### src/rtl/apb_req_arbiter_if.sv
// apb_req_arbiter_if: requester-side and APB-side signals of the two-port APB request arbiter.
// master = the arbiter (APB master), slave = requesters plus APB completer around it.
interface apb_req_arbiter_if;
  logic        req0, req1;
  logic        we0, we1;
  logic [2:0]  addr0, addr1;
  logic [31:0] wdata0, wdata1;
  logic        done0, done1;
  logic [31:0] rdata;
  logic        err;
  logic        PSEL, PENABLE, PWRITE;
  logic [2:0]  PADDR;
  logic [31:0] PWDATA;
  logic        PREADY, PSLVERR;
  logic [31:0] PRDATA;

  modport master (
    input  req0, req1, we0, we1, addr0, addr1, wdata0, wdata1,
    input  PREADY, PSLVERR, PRDATA,
    output done0, done1, rdata, err,
    output PSEL, PENABLE, PWRITE, PADDR, PWDATA
  );

  modport slave (
    output req0, req1, we0, we1, addr0, addr1, wdata0, wdata1,
    output PREADY, PSLVERR, PRDATA,
    input  done0, done1, rdata, err,
    input  PSEL, PENABLE, PWRITE, PADDR, PWDATA
  );
endinterface

### src/rtl/apb_req_arbiter.sv
// apb_req_arbiter: round-robin arbitration of two level requesters onto one APB master port.
// Optional APB_TIMEOUT_EN bounds the ACCESS wait to TIMEOUT_CYCLES clocks (err=1, rdata=0).
module apb_req_arbiter #(
  parameter int TIMEOUT_CYCLES = 16
) (
  input  logic clk,
  input  logic rst_n,
  apb_req_arbiter_if.master bus
);
  localparam logic [1:0] S_IDLE   = 2'd0;
  localparam logic [1:0] S_SETUP  = 2'd1;
  localparam logic [1:0] S_ACCESS = 2'd2;

  logic [1:0]  r_state;
  logic        r_ptr;      // requester served last
  logic        r_win;      // requester owning the transfer in flight
  logic        r_psel, r_penable, r_pwrite;
  logic [2:0]  r_paddr;
  logic [31:0] r_pwdata, r_rdata;
  logic        r_err, r_done0, r_done1;

  logic        w_any, w_win, w_timeout, w_finish;

  assign w_any = bus.req0 | bus.req1;
  // Under contention the pointer decides; a lone request always wins.
  assign w_win = (bus.req0 & bus.req1) ? ~r_ptr : bus.req1;

`ifdef APB_TIMEOUT_EN
  localparam int CW = (TIMEOUT_CYCLES > 1) ? $clog2(TIMEOUT_CYCLES) : 1;
  logic [CW-1:0] r_cnt;

  assign w_timeout = (r_state == S_ACCESS) && !bus.PREADY &&
                     (r_cnt == CW'(TIMEOUT_CYCLES - 1));

  always_ff @(posedge clk or negedge rst_n) begin
    if (!rst_n)                                     r_cnt <= '0;
    else if (r_state == S_SETUP)                    r_cnt <= '0;
    else if (r_state == S_ACCESS && !bus.PREADY)    r_cnt <= r_cnt + 1'b1;
  end
`else
  assign w_timeout = 1'b0;
`endif

  assign w_finish = (r_state == S_ACCESS) && (bus.PREADY || w_timeout);

  always_ff @(posedge clk or negedge rst_n) begin
    if (!rst_n) begin
      r_state   <= S_IDLE;
      r_ptr     <= 1'b1;
      r_win     <= 1'b0;
      r_psel    <= 1'b0;
      r_penable <= 1'b0;
      r_pwrite  <= 1'b0;
      r_paddr   <= '0;
      r_pwdata  <= '0;
      r_rdata   <= '0;
      r_err     <= 1'b0;
      r_done0   <= 1'b0;
      r_done1   <= 1'b0;
    end else begin
      r_done0 <= 1'b0;
      r_done1 <= 1'b0;
      case (r_state)
        S_IDLE: begin
          if (w_any) begin
            r_win     <= w_win;
            r_pwrite  <= w_win ? bus.we1    : bus.we0;
            r_paddr   <= w_win ? bus.addr1  : bus.addr0;
            r_pwdata  <= w_win ? bus.wdata1 : bus.wdata0;
            r_psel    <= 1'b1;
            r_penable <= 1'b0;
            r_state   <= S_SETUP;
          end
        end
        S_SETUP: begin
          r_penable <= 1'b1;
          r_state   <= S_ACCESS;
        end
        S_ACCESS: begin
          if (w_finish) begin
            r_state   <= S_IDLE;
            r_psel    <= 1'b0;
            r_penable <= 1'b0;
            r_ptr     <= r_win;
            r_done0   <= ~r_win;
            r_done1   <= r_win;
            r_err     <= bus.PREADY ? bus.PSLVERR : 1'b1;
            // Timeout forces rdata to 0; a completed write leaves it untouched.
            if (!bus.PREADY)    r_rdata <= '0;
            else if (!r_pwrite) r_rdata <= bus.PRDATA;
          end
        end
        default: begin
          r_state   <= S_IDLE;
          r_psel    <= 1'b0;
          r_penable <= 1'b0;
        end
      endcase
    end
  end

  assign bus.PSEL    = r_psel;
  assign bus.PENABLE = r_penable;
  assign bus.PWRITE  = r_pwrite;
  assign bus.PADDR   = r_paddr;
  assign bus.PWDATA  = r_pwdata;
  assign bus.done0   = r_done0;
  assign bus.done1   = r_done1;
  assign bus.rdata   = r_rdata;
  assign bus.err     = r_err;
endmodule

### src/flat_wrapper.sv
// flat-port wrapper written by rule: the top's interface ports become plain ports
module apb_req_arbiter_flat 
#(
  parameter int TIMEOUT_CYCLES = 16
)
  (clk, rst_n, bus_req0, bus_req1, bus_we0, bus_we1, bus_addr0, bus_addr1, bus_wdata0, bus_wdata1, bus_PREADY, bus_PSLVERR, bus_PRDATA, bus_done0, bus_done1, bus_rdata, bus_err, bus_PSEL, bus_PENABLE, bus_PWRITE, bus_PADDR, bus_PWDATA);
  apb_req_arbiter_if bus_i ();
  input  logic clk;
  input  logic rst_n;
  input wire logic [$bits(bus_i.req0)-1:0] bus_req0;
  input wire logic [$bits(bus_i.req1)-1:0] bus_req1;
  input wire logic [$bits(bus_i.we0)-1:0] bus_we0;
  input wire logic [$bits(bus_i.we1)-1:0] bus_we1;
  input wire logic [$bits(bus_i.addr0)-1:0] bus_addr0;
  input wire logic [$bits(bus_i.addr1)-1:0] bus_addr1;
  input wire logic [$bits(bus_i.wdata0)-1:0] bus_wdata0;
  input wire logic [$bits(bus_i.wdata1)-1:0] bus_wdata1;
  input wire logic [$bits(bus_i.PREADY)-1:0] bus_PREADY;
  input wire logic [$bits(bus_i.PSLVERR)-1:0] bus_PSLVERR;
  input wire logic [$bits(bus_i.PRDATA)-1:0] bus_PRDATA;
  output wire logic [$bits(bus_i.done0)-1:0] bus_done0;
  output wire logic [$bits(bus_i.done1)-1:0] bus_done1;
  output wire logic [$bits(bus_i.rdata)-1:0] bus_rdata;
  output wire logic [$bits(bus_i.err)-1:0] bus_err;
  output wire logic [$bits(bus_i.PSEL)-1:0] bus_PSEL;
  output wire logic [$bits(bus_i.PENABLE)-1:0] bus_PENABLE;
  output wire logic [$bits(bus_i.PWRITE)-1:0] bus_PWRITE;
  output wire logic [$bits(bus_i.PADDR)-1:0] bus_PADDR;
  output wire logic [$bits(bus_i.PWDATA)-1:0] bus_PWDATA;
  assign bus_i.req0 = bus_req0;
  assign bus_i.req1 = bus_req1;
  assign bus_i.we0 = bus_we0;
  assign bus_i.we1 = bus_we1;
  assign bus_i.addr0 = bus_addr0;
  assign bus_i.addr1 = bus_addr1;
  assign bus_i.wdata0 = bus_wdata0;
  assign bus_i.wdata1 = bus_wdata1;
  assign bus_i.PREADY = bus_PREADY;
  assign bus_i.PSLVERR = bus_PSLVERR;
  assign bus_i.PRDATA = bus_PRDATA;
  assign bus_done0 = bus_i.done0;
  assign bus_done1 = bus_i.done1;
  assign bus_rdata = bus_i.rdata;
  assign bus_err = bus_i.err;
  assign bus_PSEL = bus_i.PSEL;
  assign bus_PENABLE = bus_i.PENABLE;
  assign bus_PWRITE = bus_i.PWRITE;
  assign bus_PADDR = bus_i.PADDR;
  assign bus_PWDATA = bus_i.PWDATA;
  apb_req_arbiter #(.TIMEOUT_CYCLES(TIMEOUT_CYCLES)) u_core (.clk(clk), .rst_n(rst_n), .bus(bus_i));
endmodule
### config.mk
export PLATFORM = sky130hd
export DESIGN_NAME = apb_req_arbiter_flat
export DESIGN_NICKNAME = d
export VERILOG_FILES = /design/src/rtl/apb_req_arbiter_if.sv /design/src/rtl/apb_req_arbiter.sv /design/src/flat_wrapper.sv
export SDC_FILE = /design/constraint.sdc
export NUM_CORES = 1
export LEC_CHECK = 0
export BUFFER_PORTS_ARGS = -buffer_cell sky130_fd_sc_hd__buf_4
export CORE_UTILIZATION = 30
export DETAILED_ROUTE_END_ITERATION = 8
export HOLD_SLACK_MARGIN = 0.03
export PLACE_DENSITY = 0.69
export SKIP_LAST_GASP = 1
export SLEW_MARGIN = 20
export SYNTH_ARGS = -nofsm -noshare
export SYNTH_HDL_FRONTEND = slang
export SYNTH_SLANG_ARGS = --single-unit
### constraint.sdc
create_clock -name clk -period 2.2 [get_ports clk]
set_input_delay 0 -clock clk [delete_from_list [all_inputs] [get_ports clk]]
set_output_delay 0 -clock clk [all_outputs]
set_load 0.03 [all_outputs]
==> results.md, run 1 <==
* Mapped Nets at 316
* Initial core utilization at 30.7%
* Cells after synthesis at 206
* Pwr dens at 1370 nW/µm²
* CTS max path bufs at 2
* Max Clk Rate at 0.468 GHz
* Clock period minus worst slack at 2.14 ns
* YS warnings at 0
* Max-slew violations at 0
* Main flop type after synthesis: dfrtp_1
* Post-synth ARST share at 100%
* Kind of critical path: register to register
* Post-route DRC at 0
* First-pass GRT wire length at 13,000 µm
* DR WL/cell at 14.1 µm
* Worst Path Max Fanout at 15
* Placed cell count at 524
* DR pass1 iterations at 4
* GPL Wtd Cong at 0.668
* Core Area at 11,400 µm²
* Final setup fails at 0
* Die Width at 110 µm
* Clock tree sinks at 76
* I/O pin cnt at 183
* Mean Syn Cell Area at 17.0 µm²
* Post-synth cell types at 18
* Crit end category: register
* Clk pin slew, worst setup/hold paths at 0.06 ns
* Total negative slack at 0 ns
* Top cells by area, synth: dfrtp_1 (53%), mux2_4 (25%), mux2_2 (13%)
* Leakage Power at 3.01 nW
* Die area at 12,100 µm²
* Site Rows at 39
* Worst-skew pair later-pin latency at 0.32 ns
* Worst VDD drop at 0.754 mV
* Worst min-delay path class: input pin to register
* Synthesized flop and latch total at 76
* Final instance area at 6140 µm²
* Max-cap violations at 0
* Nets at 583
* Post-layout total power at 8.42 mW
* Total global routing overflow at 0
* Final core occ at 53.7%
* Vias in the first global route at 2,781
* Status: finished clean
* IO buf count at 182
* CTS tree: yes
* Crit path arrival time at 2.34 ns
* Overall die height at 110 µm
* Clock Skew at 0.00643 ns
* DR vias/cell at 4.27
* Initial antenna violation count at 0
* Violation count after the first detailed-route iteration at 98
* Post-route ant nets at 0
* Number of synthesized flops with an enable pin at 0
* Routed WL at 8740 µm
* Finished Layout Cells at 620
* Fill cell count at 928
* Synth-to-Final Area Change at 74.8%
* Ant. Diodes at 0
* Post-DP HPWL at 5690 µm
* RSZ-0062 raised after global routing: no
* Count leader, synth: dfrtp_1
* Mapped Area at 3510 µm²
* H-tree depth at 3
* Total track usage at 14.0%
* Largest net degree at the start of global routing at 77
* Req. time, crit path at 2.41 ns
* CP Launch Type: register
* DR vias at 2,649
* Slew HR at 37.5%
* Post-DP Area at 5010 µm²
* Root Buffer: clkbuf_16
* Leading cell types by count after synthesis: dfrtp_1 (75), mux2_4 (58), mux2_2 (40)
* Largest area contributor in the netlist: dfrtp_1
* Number of buffers created by CTS at 9
* Share of cells above drive strength 1 at 63.7%
* Postcts setup bufs at 0
* Sequential fraction of the synthesis area at 54.2%
* Period utilization at 97.1%
* Worst Max-Slew Pin Slew at 0.938 ns
* Final hold vios at 0
* Share of the synthesized area in the top cell type at 53.5%
[cells by family after synthesis]
family	count (synthesis)	synth area share, %
multiplexers	107	40.5
flip-flops	76	54.2
buffers and inverters	12	3.49
AND/OR/NAND/NOR	7	0.962
AO/OA/AOI/OAI	4	0.855
[power breakdown]
| part | total [mW] | switching, mW | internal [mW] |
|---|---|---|---|
| registers | 2.52 | 0.408 | 2.11 |
| logic | 4.46 | 2.28 | 2.19 |
| clock network | 1.44 | 0.563 | 0.873 |
| total | 8.42 | 3.25 | 5.17 |
[sequential cells by signal, indices dropped and copies added (netlist names)]
name               count
u_core.bus.done0       1
u_core.bus.PSEL        1
u_core.bus.PADDR       3
u_core.bus.done1       1
u_core.r_state         2
u_core.bus.rdata      32
u_core.bus.PWRITE      1
u_core.bus.PWDATA     32
u_core.bus.err         1
u_core.r_win           1
u_core.r_ptr           1
[critical path: stages (launching register included)]
cell and delay (ns):
dfstp_2 0.54, a21bo_4 0.17, buf_12 0.18, mux2_4 0.31, dlygate4sd3_1 0.56, mux2_4 0.26
[area by class of cell]
class,count,area [µm²],area share (%)
repair buffers,267,2260,36.9
flip-flops and latches,76,1900,31.0
multi-input cells,118,1500,24.4
clock buffers,9,225,3.67
well taps,143,179,2.92
clock inverters,6,65.1,1.06
inverters,1,3.75,0.0612
[layer usage]
layer / track usage (%) / part of all wire (%) / routed length, µm / vias to the layer above
met3: 3.88 / 6.7 / 589 / 11
met5: 0 / 0 / 0 / -
met2: 25.5 / 51 / 4490 / 112
met4: 5.17 / 1.3 / 114 / 0
li1: - / - / - / 1276
met1: 15.6 / 40 / 3540 / 1250
[placed cells by master, fill, tap and decap left out, types with 2 or more instances in the layout]
cell type and count:
a21o_1 2, buf_12 3, buf_4 182, clkbuf_16 10, clkinv_2 2, dfrtp_1 75, dlygate4sd3_1 80, mux2_1 8
mux2_2 40, mux2_4 58, nor2_1 4
[path summary, 6_finish.rpt]
check,start,end,slack [ns],cells after the start
worst max-delay path,u_core.r_ptr,u_core.bus.PWDATA[15],0.06,5
worst min-delay path,bus_wdata0[23],u_core.bus.PWDATA[23],0.04,3
worst max register to register,u_core.r_ptr,u_core.bus.PWDATA[15],0.06,5
worst min register to register,u_core.r_win,u_core.bus.done0,0.42,1
max in group asynchronous,rst_n,u_core.bus.PWDATA[9],1.23,2
min in group asynchronous,rst_n,u_core.bus.rdata[11],0.38,2
[through the flow]
| stage | worst slack (ns) | hold WS [ns] |
|---|---|---|
| floorplan | 0.574 | -0.296 |
| global placement | 0.556 | 0.211 |
| detailed placement | 0.517 | 0.216 |
| CTS | 0.0206 | 0.0302 |
| global route | 0.00872 | 0.0321 |
| finish | 0.0648 | 0.0412 |
[repair_timing]
| action | CTS | global route |
|---|---|---|
| endpoints found under the setup margin | 0 | 17 |
| hold buffers | 80 | 0 |
| hold endpoints to repair | 133 | 0 |
| gates resized for setup | 0 | 2 |
No activity file was read; power rests on OpenSTA's default activity.
==> run 2, diff against run 1 <==
--- a/config.mk
+++ b/config.mk
@@ -5,11 +5,12 @@
 export SDC_FILE = /design/constraint.sdc
 export NUM_CORES = 1
 export LEC_CHECK = 0
+export ABC_AREA = 1
 export BUFFER_PORTS_ARGS = -buffer_cell sky130_fd_sc_hd__buf_4
 export CORE_UTILIZATION = 30
 export DETAILED_ROUTE_END_ITERATION = 8
 export HOLD_SLACK_MARGIN = 0.03
-export PLACE_DENSITY = 0.69
+export PLACE_DENSITY = 0.68
 export SKIP_LAST_GASP = 1
 export SLEW_MARGIN = 20
 export SYNTH_ARGS = -nofsm -noshare
==> constraint.sdc (replaced) <==
create_clock -name clk -period 2.2 [get_ports clk]
set_input_delay 0 -clock clk [delete_from_list [all_inputs] [get_ports clk]]
set_output_delay 0 -clock clk [all_outputs]
set_load 0.1 [all_outputs]
==> results.md, run 2 <==
* FF-to-FF path depth at 6
* Synth Area in XOR/XNOR at 0%
* DR vias at 4,140
* CP startpoint: u_core.r_ptr
* YS warnings at 0
* Status: finished clean
* CTS max path bufs at 2
* Max-cap violations at 0
* DR pass1 iterations at 4
* Worst-skew pair later-pin latency at 0.33 ns
* First-pass GRT wire length at 19,200 µm
* Postcts setup bufs at 0
* H-tree depth at 3
* Worst min-delay path class: input pin to register
* Max-slew violations at 0
* Post-CTS resize count at 0
* Post-DP HPWL at 7150 µm
* Max Clk Rate at 0.479 GHz
* Largest area contributor in the netlist: dfrtp_1
* Synth Area in Adders at 0%
* Simple-gate portion of the synthesized area at 35.5%
* Mapped Area at 3780 µm²
* Nets at 867
* Post-route DRC at 0
* Synth-to-Final Area Change at 72.9%
* Core Area at 12,200 µm²
* Placed cell count at 805
* Total track usage at 18.6%
* Root Buffer: clkbuf_16
* Count leader, synth: nand2_1
* Total negative slack at 0 ns
* DR vias/cell at 4.46
* Finished Layout Cells at 928
* Post-synth cell types at 21
* Mean Syn Cell Area at 7.91 µm²
* CP Launch Type: register
* Number of buffers created by CTS at 9
* Worst hold start: bus_req0
* Violation count after the first detailed-route iteration at 161
* Clock tree sinks at 76
* CP Buf/Inv Count at 1
* Total global routing overflow at 0
* Routed WL at 12,000 µm
* Main combinational cell family by area after synthesis: simple AND/OR/NAND/NOR gates
* Clk pin slew, worst setup/hold paths at 0.05 ns
* DR WL/cell at 12.9 µm
* Largest net degree at the start of global routing at 77
* Hold path depth at 3
* Commonest cells after routing, fill and taps aside: buf_4 (184), nand2_1 (178), dlygate4sd3_1 (107)
* Crit end category: register
* Worst Max-Slew Pin Slew at 0.599 ns
* Share of the synthesized area in the top cell type at 49.6%
* GPL Wtd Cong at 0.743
* I/O pin cnt at 183
* IO buf count at 182
* Sequential fraction of the synthesis area at 50.3%
* Post-synthesis compound-gate area fraction at 0.629%
* Clock Skew at 0.00777 ns
* RSZ-0062 raised after global routing: no
* Period utilization at 95.0%
* R2r startpoint: u_core.r_ptr
* Die Width at 114 µm
* CP max stage cell: dfstp_2
* Vias in the first global route at 4,243
* CP Depth at 6
* Slew HR at 60.1%
* Number of synthesized flops with an enable pin at 0
* Initial antenna violation count at 0
* Final setup fails at 0
* Share of cells above drive strength 1 at 29.1%
* Multiplexer share of the synthesized area at 0%
* Overall die height at 114 µm
* Most common cell after layout, fill and taps aside: buf_4
* Ant. Diodes at 0
* Worst-path cell chain: nand2_4 > nand2_4 > nand2_1 > nand3_1 > dlygate4sd3_1 > nand2_1
* Clock period minus worst slack at 2.09 ns
* Die area at 13,100 µm²
* Final core occ at 53.7%
* Mapped Nets at 588
* Cells after synthesis at 478
* CP top delay family: simple AND/OR/NAND/NOR gates
* Critical path's largest stage delay at 0.56 ns
* Min Hold Slack at 0.124 ns
* Initial core utilization at 31.1%
* Post-route ant nets at 0
* Kind of critical path: register to register
* Leading cell types by count after synthesis: nand2_1 (178), nand3_1 (95), dfrtp_1 (75)
* Worst Path Max Fanout at 38
* Crit path arrival time at 2.30 ns
* Final hold vios at 0
* Main flop type after synthesis: dfrtp_1
* Top cells by area, synth: dfrtp_1 (50%), nand2_1 (18%), nand3_1 (13%)
* CTS tree: yes
* Post-synth ARST share at 100%
* Synthesized flop and latch total at 76
* Req. time, crit path at 2.41 ns
* Site Rows at 40
## run 2: cell count changes after synthesis, moves of 3 or more
cell      change
mux2_4       -58
inv_1        +73
clkbuf_1      +4
nand2_1     +178
mux2_2       -40
inv_2         +3
nand3_2      +10
mux2_1        -8
buf_6        +10
nand3_1      +95
## run 2: stage by stage
step | setup slack (ns) | instance area [µm²]
2_1_floorplan | 0.411 | 3780
3_3_place_gp | 0.743 | 5180
3_5_place_dp | 0.709 | 5180
4_1_cts | 0.162 | 6500
5_1_grt | 0.0260 | 6540
6_report | 0.110 | 6540
## run 2: cells by family after synthesis
group / count (synthesis)
DFF: 76
AOI/OAI and AO/OA: 4
and+or+nand+nor: 295
buffers and inverters: 103
## run 2: path summary, 6_finish.rpt
kind | endpoint | slack, ns
max in group asynchronous | u_core.r_ptr | 1.36
min in group asynchronous | u_core.bus.PWDATA[18] | 0.19
min | u_core.bus.PSEL | 0.12
max | u_core.bus.PWDATA[7] | 0.11
max reg2reg | u_core.bus.PWDATA[7] | 0.11
min reg2reg | u_core.bus.done0 | 0.45
## run 2: what timing repair did
| action | CTS | global route |
|---|---|---|
| setup endpoints to repair | 0 | 1 |
| hold buffers | 107 | 0 |
| endpoints found under the hold margin | 148 | 0 |
## run 2: area by class of cell
| type | count | area (µm²) |
|---|---|---|
| flip-flops and latches | 76 | 1900 |
| clock inverters | 3 | 15.0 |
| well taps | 168 | 210 |
| clock buffers | 11 | 243 |
| inverters | 77 | 289 |
| fillers | 1109 | 5630 |
| repair buffers | 293 | 2490 |
| multi-input cells | 300 | 1380 |
## run 2: worst reg2reg max path, delay by kind of cell, from the launching register on
kind | cells | cell delay [ns]
simple gates | 5 | 0.87
flops | 1 | 0.56
buf+inv | 1 | 0.56
## run 2: per-layer routing
layer | vias to the layer above | GRT usage (%) | part of all wire (%)
li1 | 2012 | - | -
met1 | 1931 | 21.4 | 40
met5 | - | 0 | 0
met4 | 0 | 7.62 | 2.4
met2 | 170 | 33.1 | 51
met3 | 27 | 4.55 | 5.8
Power of run 2 is left out: the tool's default activity adds up to more than one toggle a clock period on the data nets, which glitch-free logic cannot reach.
==> run 3, diff against run 2 <==
==> constraint.sdc (replaced) <==
create_clock -name clk -period 2.2 [get_ports clk]
set_input_delay 0.33 -clock clk [delete_from_list [all_inputs] [get_ports clk]]
set_output_delay 0.33 -clock clk [all_outputs]
set_load 0.1 [all_outputs]
==> results.md, run 3 (same netlist as run 2, synthesis figures left out) <==
* I/O pin cnt at 183
* Post-CTS resize count at 0
* DR vias/cell at 4.38
* CP top delay family: simple AND/OR/NAND/NOR gates
* Initial core utilization at 31.1%
* Slew HR at 61.2%
* Share of cells above drive strength 1 at 34.0%
* Ant. Diodes at 0
* Synth-to-Final Area Change at 46.2%
* Crit end category: register
* Max-cap violations at 0
* CTS tree: yes
* CP Buf/Inv Count at 0
* Kind of critical path: register to register
* Core Area at 12,200 µm²
* Crit path arrival time at 1.68 ns
* Largest net degree at the start of global routing at 46
* RSZ-0062 raised after global routing: no
* Worst min-delay path class: input pin to register
* Worst-skew pair later-pin latency at 0.33 ns
* Fill cell count at 1,209
* Req. time, crit path at 2.42 ns
* Period utilization at 66.3%
* Met3 Resource Use GR at 4.45%
* Initial antenna violation count at 0
* Clock Skew at 0.00516 ns
* Overall die height at 114 µm
* Total global routing overflow at 0
* Clk pin slew, worst setup/hold paths at 0.06 ns
* Nets at 761
* IO buf count at 182
* Routing usage on met2 at 25.9%
* Critical path's most frequent cell: nand2_1
* Max-slew violations at 0
* Root Buffer: clkbuf_16
* Number of buffers created by CTS at 9
* Commonest cells after routing, fill and taps aside: buf_4 (186), nand2_1 (178), nand3_1 (95)
* Die area at 13,100 µm²
* Total track usage at 15.7%
* Violation count after the first detailed-route iteration at 182
* Total negative slack at 0 ns
* Post-DP HPWL at 7360 µm
* Worst Path Max Fanout at 37
* Most common cell after layout, fill and taps aside: buf_4
* Worst Max-Slew Pin Slew at 0.583 ns
* GR Util met1 at 20.2%
* Critical path's largest stage delay at 0.55 ns
* Final setup fails at 0
* DR pass1 iterations at 5
* Gr busiest metal: met2
* Vias in the first global route at 3,477
* CP Launch Type: register
* Clock period minus worst slack at 1.46 ns
* Placed cell count at 807
* Status: finished clean
* Final hold vios at 0
* Final instance area at 5530 µm²
* Clock tree sinks at 76
* CTS max path bufs at 2
* Worst-path cell chain: nand2_4 > nand2_8 > nand2_1 > nand3_2 > nand2_1
* GPL Wtd Cong at 0.749
* DR WL/cell at 12.1 µm
* Finished Layout Cells at 824
* H-tree depth at 3
* First-pass GRT wire length at 16,300 µm
* Routed WL at 9930 µm
* Post-route ant nets at 0
* CP max stage cell: dfstp_2
* Post-route DRC at 0
* Max Clk Rate at 0.685 GHz
* DR vias at 3,605
* Site Rows at 40
* Post-DP Area at 5190 µm²
* Die Width at 114 µm
## run 3: cell types whose count changed in the layout (fill, tap and decap cells not counted)
| cell | change |
|---|---|
| inv_6 | +2 |
| nand2_4 | -1 |
| dlygate4sd3_1 | -106 |
| clkinv_2 | -2 |
| buf_12 | -1 |
| bufinv_16 | +2 |
| buf_4 | +2 |
## run 3: stage by stage
| step | hold slack, ns | worst slack [ns] | utilization [%] |
|---|---|---|---|
| 2_1_floorplan | 0.0344 | 0.411 | - |
| 3_5_place_dp | 0.304 | 0.745 | 42.7 |
| 4_1_cts | 0.192 | 0.733 | 45.4 |
| 6_report | 0.205 | 0.740 | 45.4 |
| 5_1_grt | 0.213 | 0.608 | 45.4 |
| 3_3_place_gp | 0.296 | 0.772 | 42.7 |
## run 3: what timing repair did
action / 4_1_cts / 5_1_grt
hold endpoints to repair: 31 / 0
buffers inserted: 0 / 0
hold buffers: 1 / 0
## run 3: worst paths after layout
| kind | from | endpoint | slack [ns] | cells past startpoint |
|---|---|---|---|---|
| worst min register to register | u_core.r_win | u_core.bus.done0 | 0.47 | 1 |
| worst max register to register | u_core.r_ptr | u_core.bus.PWDATA[27] | 0.74 | 5 |
| min in group asynchronous | rst_n | u_core.bus.PWDATA[18] | 0.47 | 2 |
| max in group asynchronous | rst_n | u_core.r_ptr | 1.07 | 3 |
| worst min-delay path | bus_PSLVERR | u_core.bus.err | 0.21 | 3 |
| worst max-delay path | u_core.r_ptr | u_core.bus.PWDATA[27] | 0.74 | 5 |
## run 3: cell type report
cell class / instances / area [µm²] / area share (%)
Multi-Input combinational cell: 299 / 1370 / 24.8
Clock inverter: 5 / 82.6 / 1.49
Tap cell: 168 / 210 / 3.80
Sequential cell: 76 / 1900 / 34.4
Timing Repair Buffer: 188 / 1430 / 25.8
Clock buffer: 11 / 243 / 4.39
Inverter: 77 / 289 / 5.23
## run 3: metal layers
metal | vias up | part of all wire [%]
li1 | 1797 | -
met1 | 1648 | 43
met3 | 9 | 6.8
met5 | - | 0
met2 | 151 | 49
met4 | 0 | 1.2
## run 3: worst reg2reg max path, cell delays in order, from the launching register on
cell and delay [ns]:
dfstp_2 0.55, nand2_4 0.24, nand2_8 0.31, nand2_1 0.13
nand3_2 0.07, nand2_1 0.05
Power of run 3 is left out for the same reason.
